**src/rtl/quadra_pkg.sv**
```systemverilog
`default_nettype none
// =============================================================================
// quadra_pkg: shared widths, coefficient types and offset helper for quadra.
// Rev 1.0
// =============================================================================
package quadra_pkg;

  localparam int X2_BITS = 10;
  localparam int A_W     = 16;
  localparam int B_W     = 16;
  localparam int C_W     = 16;
  localparam int SQ_W    = 2 * X2_BITS;
  localparam int Y_AB    = (A_W > B_W + X2_BITS) ? A_W : (B_W + X2_BITS);
  localparam int Y_W     = ((Y_AB > C_W + SQ_W) ? Y_AB : (C_W + SQ_W)) + 2;
  localparam int COEF_W  = A_W + B_W + C_W;

  typedef logic signed [X2_BITS-1:0] x2_t;
  typedef logic signed [A_W-1:0]     a_t;
  typedef logic signed [B_W-1:0]     b_t;
  typedef logic signed [C_W-1:0]     c_t;
  typedef logic signed [SQ_W-1:0]    sq_t;
  typedef logic signed [Y_W-1:0]     y_t;

  typedef struct packed {
    a_t a;
    b_t b;
    c_t c;
  } coef_t;

  // Inverting the offset MSB centres the segment around zero.
  function automatic x2_t centre_offset(input logic [X2_BITS-1:0] off);
    return $signed({~off[X2_BITS-1], off[X2_BITS-2:0]});
  endfunction

endpackage
`default_nettype wire

```
**src/rtl/quadra.sv**
```systemverilog
`default_nettype none
// =============================================================================
// quadra: combinational datapath y = a + b*x2 + c*x2^2 at full precision.
// Rev 1.0
// =============================================================================
module quadra
  import quadra_pkg::*;
(
  input  logic [A_W-1:0]     a_i,
  input  logic [B_W-1:0]     b_i,
  input  logic [C_W-1:0]     c_i,
  input  logic [X2_BITS-1:0] x2_i,
  output logic [Y_W-1:0]     y_o
);

  x2_t x2;
  sq_t sq;
  y_t  t_a;
  y_t  t_b;
  y_t  t_c;

  always_comb begin : p_square
    x2 = $signed(x2_i);
    sq = sq_t'(x2) * sq_t'(x2);
  end

  always_comb begin : p_poly
    t_a = y_t'($signed(a_i));
    t_b = y_t'($signed(b_i)) * y_t'(x2);
    t_c = y_t'($signed(c_i)) * y_t'(sq);
    y_o = t_a + t_b + t_c;
  end

endmodule
`default_nettype wire

```
**src/rtl/quadra_ctrl.sv**
```systemverilog
`default_nettype none
// =============================================================================
// quadra_ctrl: two-stage valid/ready sequencer around quadra with ROM fetch.
// Optional QUADRA_CTRL_SAT_EN: saturating narrowing plus sticky sat_flag.
// Rev 1.0
// =============================================================================
module quadra_ctrl
  import quadra_pkg::*;
#(
  parameter int X_W        = 16,
  parameter int X1_W       = 6,
  parameter int X2_W       = X_W - X1_W,
  parameter int OUT_W      = 16,
  parameter int FRAC_SHIFT = 0
) (
  input  logic              clk,
  input  logic              rst_n,
  input  logic              flush,
  input  logic              in_valid,
  output logic              in_ready,
  input  logic [X_W-1:0]    in_x,
  output logic              coef_rd_en,
  output logic [X1_W-1:0]   coef_addr,
  input  logic [COEF_W-1:0] coef_data,
  output logic              out_valid,
  input  logic              out_ready,
  output logic [OUT_W-1:0]  out_y,
  output logic              busy,
  output logic [15:0]       sample_cnt
`ifdef QUADRA_CTRL_SAT_EN
  ,
  output logic              sat_flag
`endif
);

  logic             v1_q, v1_d;
  x2_t              x2_q, x2_d;
  logic             out_valid_q, out_valid_d;
  logic [OUT_W-1:0] out_y_q, out_y_d;
  logic [15:0]      cnt_q, cnt_d;

  logic             adv1, adv2, accept;
  x2_t              x2_in;
  coef_t            coef;
  logic [Y_W-1:0]   y_full;
  y_t               y_sh;
  logic [OUT_W-1:0] narrow;

  assign adv2     = !out_valid_q || out_ready;
  assign adv1     = adv2 || !v1_q;
  assign in_ready = adv1 && !flush;
  assign accept   = in_valid && in_ready;

  assign coef_rd_en = accept;
  assign coef_addr  = in_x[X_W-1:X2_W];
  assign x2_in      = centre_offset(in_x[X2_W-1:0]);
  assign coef       = coef_t'(coef_data);

  quadra u_quadra (
    .a_i  (coef.a),
    .b_i  (coef.b),
    .c_i  (coef.c),
    .x2_i (x2_q),
    .y_o  (y_full)
  );

  assign y_sh = $signed(y_full) >>> FRAC_SHIFT;

`ifdef QUADRA_CTRL_SAT_EN
  localparam y_t Y_MAX = {{(Y_W-OUT_W+1){1'b0}}, {(OUT_W-1){1'b1}}};
  localparam y_t Y_MIN = {{(Y_W-OUT_W+1){1'b1}}, {(OUT_W-1){1'b0}}};

  logic sat_q, sat_d;
  logic sat_hit;

  always_comb begin
    sat_hit = 1'b0;
    narrow  = OUT_W'(y_sh);
    if (y_sh > Y_MAX) begin
      sat_hit = 1'b1;
      narrow  = {1'b0, {(OUT_W-1){1'b1}}};
    end else if (y_sh < Y_MIN) begin
      sat_hit = 1'b1;
      narrow  = {1'b1, {(OUT_W-1){1'b0}}};
    end
  end

  assign sat_flag = sat_q;
`else
  assign narrow = OUT_W'(y_sh);
`endif

  always_comb begin
    v1_d        = v1_q;
    x2_d        = x2_q;
    out_valid_d = out_valid_q;
    out_y_d     = out_y_q;
    cnt_d       = cnt_q;
`ifdef QUADRA_CTRL_SAT_EN
    sat_d       = sat_q;
`endif

    if (accept) begin
      v1_d = 1'b1;
      x2_d = x2_in;
    end else if (adv2) begin
      v1_d = 1'b0;
    end

    // Output stage refills from stage 1 or empties after a handshake.
    if (adv2) begin
      out_valid_d = v1_q;
      if (v1_q) begin
        out_y_d = narrow;
`ifdef QUADRA_CTRL_SAT_EN
        if (sat_hit) sat_d = 1'b1;
`endif
      end
    end

    if (out_valid_q && out_ready) cnt_d = cnt_q + 16'd1;

    if (flush) begin
      v1_d        = 1'b0;
      out_valid_d = 1'b0;
`ifdef QUADRA_CTRL_SAT_EN
      sat_d       = 1'b0;
`endif
    end
  end

  always_ff @(posedge clk or negedge rst_n) begin
    if (!rst_n) begin
      v1_q        <= 1'b0;
      x2_q        <= '0;
      out_valid_q <= 1'b0;
      out_y_q     <= '0;
      cnt_q       <= '0;
`ifdef QUADRA_CTRL_SAT_EN
      sat_q       <= 1'b0;
`endif
    end else begin
      v1_q        <= v1_d;
      x2_q        <= x2_d;
      out_valid_q <= out_valid_d;
      out_y_q     <= out_y_d;
      cnt_q       <= cnt_d;
`ifdef QUADRA_CTRL_SAT_EN
      sat_q       <= sat_d;
`endif
    end
  end

  assign out_valid  = out_valid_q;
  assign out_y      = out_y_q;
  assign busy       = v1_q || out_valid_q;
  assign sample_cnt = cnt_q;

endmodule
`default_nettype wire
```
**config.mk**
```make
export PLATFORM = sky130hd
export DESIGN_NAME = quadra_ctrl
export DESIGN_NICKNAME = d
export VERILOG_FILES = /design/src/rtl/quadra_pkg.sv /design/src/rtl/quadra.sv /design/src/rtl/quadra_ctrl.sv
export SDC_FILE = /design/constraint.sdc
export NUM_CORES = 1
export LEC_CHECK = 0
export ABC_AREA = 1
export CAP_MARGIN = 15
export CORE_MARGIN = 5
export CORE_UTILIZATION = 40
export DETAILED_ROUTE_END_ITERATION = 16
export GPL_ROUTABILITY_DRIVEN = 1
export PLACE_DENSITY = 0.58
export SYNTH_ARGS = -nofsm -noshare
export SYNTH_HDL_FRONTEND = slang
export SYNTH_SLANG_ARGS = --single-unit
export TNS_END_PERCENT = 30
```
**constraint.sdc**
```tcl
create_clock -name clk -period 9 [get_ports clk]
set_clock_uncertainty 0.05 [all_clocks]
set_input_delay 1.35 -clock clk [delete_from_list [all_inputs] [get_ports clk]]
set_output_delay 1.35 -clock clk [all_outputs]
set_load 0.02 [all_outputs]
```
==> out/qor.yml, run 1 <==
finish:
  fill_cells: 3126
  insertedDiodeCount: 0
  area_growth_pct: 21.5
  drive_above_1_share: 0.135
  fin_cells: 2239
  seqCellArea_mm2: 0.00111
  nets: 2273
  multi_input_area_mm2: 0.0101
  finalCoreUtilization: 0.493
yosys:
  synth_nets: 2099
  yosys.area.top_type: "fa_1"
  syn_area_mm2: 0.0128
  ys_warn_count: 0
  ys_async_sr_fraction: 1.00
  synthDominantCellAreaShare: 0.363
  synth.area.top_cells: "fa_1 36%, inv_1 14%, ha_1 13%"
  synth_edf_count: 0
  syn_area_per_cell_um2: 7.72
  syn_inst: 1664
  synth_top_flop_cell: "dfrtp_1"
  ys_seq_area_frac: 0.0857
  ys_types: 43
  ys_ff_latch: 44
setup_path:
  crit_top_cell: "fa_1"
  crit_fanout: 4
  r2r-end: "out_y[15]"
  cp-start-kind: "flip-flop"
  startpoint: "x2_q[9]"
  r2r-start: "x2_q[9]"
  cp-end-kind: "flip-flop"
  cpPeakStageDelay_ps: 540
  crit_family: "adder cells"
  criticalPathCategory: "flip-flop to flip-flop"
  required_ps: 9200
  reg2reg_depth: 45
  slowest_stage: "fa_2"
  crit_buf_inv: 13
  worst-r2r-setup-slack_ps: -170
  crit_arrival_ps: 9370
global_routing:
  grt_max_degree: 45
  use_met1: 0.229
  grtUsageMet3: 0.0223
  use_met2: 0.364
  grt_pass1_vias: 11359
  grt_use_total: 0.193
  grt.busiest_layer: "met2"
  grt.overflow.total: 0
  grt_pass1_wl_um: 55400
  antenna_found_initial: 0
sta:
  period_share: 1.02
  slew_headroom: 0.432
  hold_slack_ps: 418
  drv_slew: 0
  hold_viol: 0
  worst_slew_pin_slew_ps: 849
  worst_slack_ps: -173
  finalWorstPathRequiredPeriod_ps: 9170
  rsz0062_at_grt: "true"
  finalSetupViolations: 1
  fmax_mhz: 109
floorplanning:
  rows: 65
  die_w_um: 189
  dieHeight_um: 189
  core_mm2: 0.0316
  initial_core_util: 0.406
  ios: 111
  dieArea_mm2: 0.0358
placed_design:
  pre_cts_ws_ps: -400
  dp_cells: 2219
  portBuffers: 98
  hpwl_um: 28900
  place.gp.congestion: 0.939
routing:
  wirelength_um: 33500
  via_per_inst: 4.68
  wl_per_cell_um: 14.9
  drc: 0
  first_pass_iters: 5
  initialDrtViolationCount: 421
  ant_nets: 0
  vias: 10480
worst_hold_path:
  hold_path.class: "flip-flop to flip-flop"
  min_from: "out_y[3]"
  worstHoldPathCells: 2
  whs_endpoint: "out_y[3]"
status:
  status: "finished with violations"
  violations: "negative setup slack"
clocking:
  cts_sinks: 44
  tritoncts: "yes"
  htree_levels: 2
  clock_latency_ps: 300
  cts_buffers: 5
  cts_hold_buf: 0
  clk_pin_slew_worst_paths_ps: 70
  clock-root-buffer: "clkbuf_16"
  cts.path.max_buffers: 2
run:
  cap_violations: 0
[flip-flops by register name, summed over array words and instances (netlist names)]
register    count
v1_q            1
sample_cnt     16
out_valid       1
x2_q           10
out_y          16
[routing by layer]
layer / part of all wire / wire length, um / up-vias
met1: 0.41 / 13600 / 5137
met2: 0.53 / 17700 / 177
met4: 0.034 / 1140 / 0
met5: 0 / 0 / -
li1: - / - / 5105
met3: 0.031 / 1040 / 61
[placed cells by master, fill, tap and decap left out, types with 2 or more instances in the layout]
cell type        Yosys  final
buf_4                7    114
nor2_2               2     10
buf_12               0      2
conb_1               2      2
nor2_1              75     62
o21ai_0             25     19
o21ai_1              3      7
nand2_4              1      6
nor3_1               5      4
clkdlybuf4s50_1      0     97
clkbuf_16            0      5
a21oi_2              1      9
o21bai_1             3      3
nand2_1            415    397
o21ai_2              0      2
nand4_1              9      9
dfrtp_2              0      4
nand3b_1            10     10
buf_6                1      3
inv_1              485    471
nand2_2             15     27
fa_2                 0      3
a21oi_4              1      3
xnor2_2              0      2
or2_2                6      6
xnor2_1             26     24
nor2_4               2      7
ha_1               133    119
fa_1               233    230
nand3_1             51     51
xor2_1              30     30
inv_2                3     16
dfrtp_1             44     40
a21oi_1             16      6
nand3_2              4      4
o31ai_1              4      4
ha_4                 0     14
inv_4                1      2
[tightest hold or removal path, cell delays in order, from the launching register on]
cell and delay, ps:
dfrtp_1 340, nand2_1 50, nand2_1 40
[Yosys cell counts (15+ instances only)]
cell type	number
inv_1	485
nand2_1	415
fa_1	233
ha_1	133
nor2_1	75
nand3_1	51
dfrtp_1	44
clkbuf_1	31
xor2_1	30
xnor2_1	26
o21ai_0	25
a21oi_1	16
nand2_2	15
[final cells by class]
type | count | area share
multi-input combinational | 1080 | 0.647
timing repair buffer | 217 | 0.122
inverter | 490 | 0.118
sequential | 44 | 0.0709
tap | 402 | 0.0322
clock buffer | 5 | 0.00802
clock inverter | 1 | 0.00193
[logic make-up (layout without fill, tap and decap cells)]
logic type / Yosys count / count (layout) / synth area share
adders and majority gates: 366 / 366 / 0.493
muxes: 1 / 1 / 0.000877
and+or+nand+nor: 598 / 598 / 0.194
AOI/OAI and AO/OA: 56 / 56 / 0.0249
buffers and inverters: 540 / 713 / 0.162
DFF: 44 / 44 / 0.0857
xor gates and xnor gates: 57 / 57 / 0.0395
other: 2 / 2 / 0.000585
[per-stage QoR]
stage / TNS [ps] / instance area (um2)
detailed placement: -1090 / 14900
global route: -1840 / 15600
floorplan: -16.1 / 13000
CTS: -251 / 15400
finish: -173 / 15600
global placement: -709 / 14900
[worst max path at each step]
stage	endpoint	slack (ps)	cells past startpoint
after floorplan	out_y[14]	-20	37
after global placement	out_y[15]	-400	37
after detailed placement	out_y[15]	-400	36
after CTS	out_y[15]	-180	41
after global routing	out_y[15]	-670	44
final	out_y[15]	-170	45
[repair_timing]
item | CTS | global route
setup endpoints to repair | 5 | 8
gates resized for setup | 67 | 36
buffers inserted | 11 | 2
pin swaps | 64 | 24
Power of run 1 is not shown: default switching activity piles up to over one toggle a cycle in this logic, so the estimate is an artifact.
==> inputs of run 2 (changes only) <==
--- a/config.mk
+++ b/config.mk
@@ -7,7 +7,7 @@
 export LEC_CHECK = 0
 export ABC_AREA = 1
 export CAP_MARGIN = 15
-export CORE_MARGIN = 5
+export CORE_MARGIN = 2
 export CORE_UTILIZATION = 40
 export DETAILED_ROUTE_END_ITERATION = 16
 export GPL_ROUTABILITY_DRIVEN = 1
==> run 2 against run 1 <==
  * The flow still finishes with violations (negative setup slack)
  * Clock-buffer cell count increased by 2
  * Non-clock buffer count increased by 15
  * Register-to-register slack got worse by 150 ps
  * Critical path depth increased by 3
  * Maximum frequency decreased by 1.6%
  * Via count increased by 0.68%
  * Highest routed layer unchanged
  * First-iteration DRC count increased by 15%
==> out/qor.yml, run 2 (synthesized netlist as in run 1, its figures left out) <==
status:
  status: "finished with violations"  # unchanged
  violations: "negative setup slack"  # unchanged
sta:
  finalSetupViolations: 4  # was 1
  finalWorstPathRequiredPeriod_ps: 9330  # was 9170 ps
  period_share: 1.04  # was 1.02
  drv_slew: 0  # unchanged
  rsz0062_at_grt: "true"  # unchanged
  hold_viol: 0  # unchanged
  worst_slack_ps: -326  # was -173 ps
  worst_slew_pin_slew_ps: 765  # was 849 ps
  fmax_mhz: 107  # was 109 MHz
  slew_headroom: 0.487  # was 0.432
setup_path:
  slowest_stage: "fa_1"  # was fa_2
  worst-r2r-setup-slack_ps: -330  # was -170 ps
  crit_family: "adder cells"  # unchanged
  cp-end-kind: "flip-flop"  # unchanged
  criticalPathCategory: "flip-flop to flip-flop"  # unchanged
  cpPeakStageDelay_ps: 560  # was 540 ps
  crit_buf_inv: 16  # was 13
  r2r-end: "out_y[15]"  # unchanged
  crit_fanout: 5  # was 4
  crit_arrival_ps: 9520  # was 9370 ps
  r2r-start: "x2_q[6]"  # was x2_q[9]
  crit_top_cell: "fa_1"  # unchanged
  reg2reg_depth: 48  # was 45
  cp-start-kind: "flip-flop"  # unchanged
  required_ps: 9190  # was 9200 ps
finish:
  mostFrequentLayoutCells: "456 x inv_1, 390 x nand2_1, 231 x fa_1, 126 x buf_4, 116 x ha_1"  # was 471 x inv_1, 397 x nand2_1, 230 x fa_1, 119 x ha_1, 114 x buf_4
  drive_above_1_share: 0.158  # was 0.135
  finalCoreUtilization: 0.502  # was 0.493
  layout_commonest_cell: "inv_1"  # unchanged
  area_growth_pct: 23.2  # was 21.5%
  insertedDiodeCount: 0  # unchanged
  nets: 2288  # was 2273
global_routing:
  grt.overflow.total: 0  # unchanged
  grt_use_total: 0.208  # was 0.193
  grt_pass1_vias: 11306  # was 11359
  grt_max_degree: 45  # unchanged
  grt_pass1_wl_um: 55100  # was 55400 um
  antenna_found_initial: 0  # unchanged
clocking:
  clk_pin_slew_worst_paths_ps: 70  # about the same
  cts_sinks: 44  # unchanged
  cts_hold_buf: 0  # unchanged
  cts_buffers: 5  # unchanged
  clock-root-buffer: "clkbuf_16"  # unchanged
  tritoncts: "yes"  # unchanged
  htree_levels: 2  # unchanged
  cts.path.max_buffers: 2  # unchanged
  clock_latency_ps: 300  # about the same
routing:
  initialDrtViolationCount: 485  # was 421
  drc: 0  # unchanged
  first_pass_iters: 5  # unchanged
  ant_nets: 0  # unchanged
  wl_per_cell_um: 14.7  # was 14.9 um
  wirelength_um: 33200  # was 33500 um
  vias: 10551  # was 10480
  via_per_inst: 4.68  # about the same
floorplanning:
  rows: 65  # unchanged
  ios: 111  # unchanged
  core_mm2: 0.0316  # about the same
  die_w_um: 183  # was 189 um
  dieArea_mm2: 0.0336  # was 0.0358 mm2
  dieHeight_um: 183  # was 189 um
  initial_core_util: 0.407  # was 0.406
placed_design:
  portBuffers: 98  # unchanged
  hpwl_um: 28300  # was 28900 um
  place.gp.congestion: 0.940  # was 0.939
worst_hold_path:
  whs_endpoint: "out_y[3]"  # unchanged
  hold_path.class: "flip-flop to flip-flop"  # unchanged
  worstHoldPathCells: 2  # unchanged
  min_from: "out_y[3]"  # unchanged
run:
  cap_violations: 0  # unchanged
-- run 2: what timing repair did --
item                                    CTS  global route
endpoints found under the setup margin    7             8
cloned                                    0             0
gates resized for setup                  72            65
pin swaps                                65            76
setup buffers                            18            12
-- run 2: through the flow --
step	setup TNS (ps)	hold slack [ps]	area (um2)	instances	worst slack, ps
after global placement	-1210	404	14900	2217	-457
after CTS	-323	433	15400	2243	-239
after global routing	-3060	463	15800	2256	-728
after detailed placement	-1550	412	14900	2217	-542
final	-966	425	15800	2256	-326
after floorplan	-16.1	439	13000	1664	-16.1
-- run 2: area by class of cell --
cell class                 count  area [um2]
multi-input combinational   1080       10200
inverter                     490        1840
tap                          402         503
sequential                    44        1110
timing repair buffer         232        2030
clock buffer                   7         143
clock inverter                 1        7.51
fill                        3068       15700
-- run 2: how the worst max path moves through the flow --
stage | slack (ps) | cells after the start | endpoint | startpoint
2_1_floorplan | -20 | 37 | out_y[14] | x2_q[6]
3_3_place_gp | -460 | 42 | out_y[15] | x2_q[2]
3_5_place_dp | -540 | 43 | out_y[15] | x2_q[3]
4_1_cts | -240 | 40 | out_y[15] | x2_q[3]
5_1_grt | -730 | 48 | out_y[15] | x2_q[5]
6_report | -330 | 48 | out_y[15] | x2_q[6]
-- run 2: metal layers --
layer | vias to the layer above | track usage | part of all wire
li1 | 5141 | - | -
met1 | 5180 | 0.250 | 0.41
met2 | 181 | 0.391 | 0.53
met3 | 49 | 0.0290 | 0.036
met4 | 0 | 0.0512 | 0.026
met5 | - | 0 | 0
-- run 2: worst reg2reg max path, delay by kind of cell (launching register included) --
kind | cells | cell delay (ps)
AOI/OAI and AO/OA | 4 | 570
DFF | 1 | 460
buffers and inverters | 16 | 1120
adders and majority gates | 14 | 5870
and+or+nand+nor | 14 | 1210
Power of run 2 is left out for the same reason.
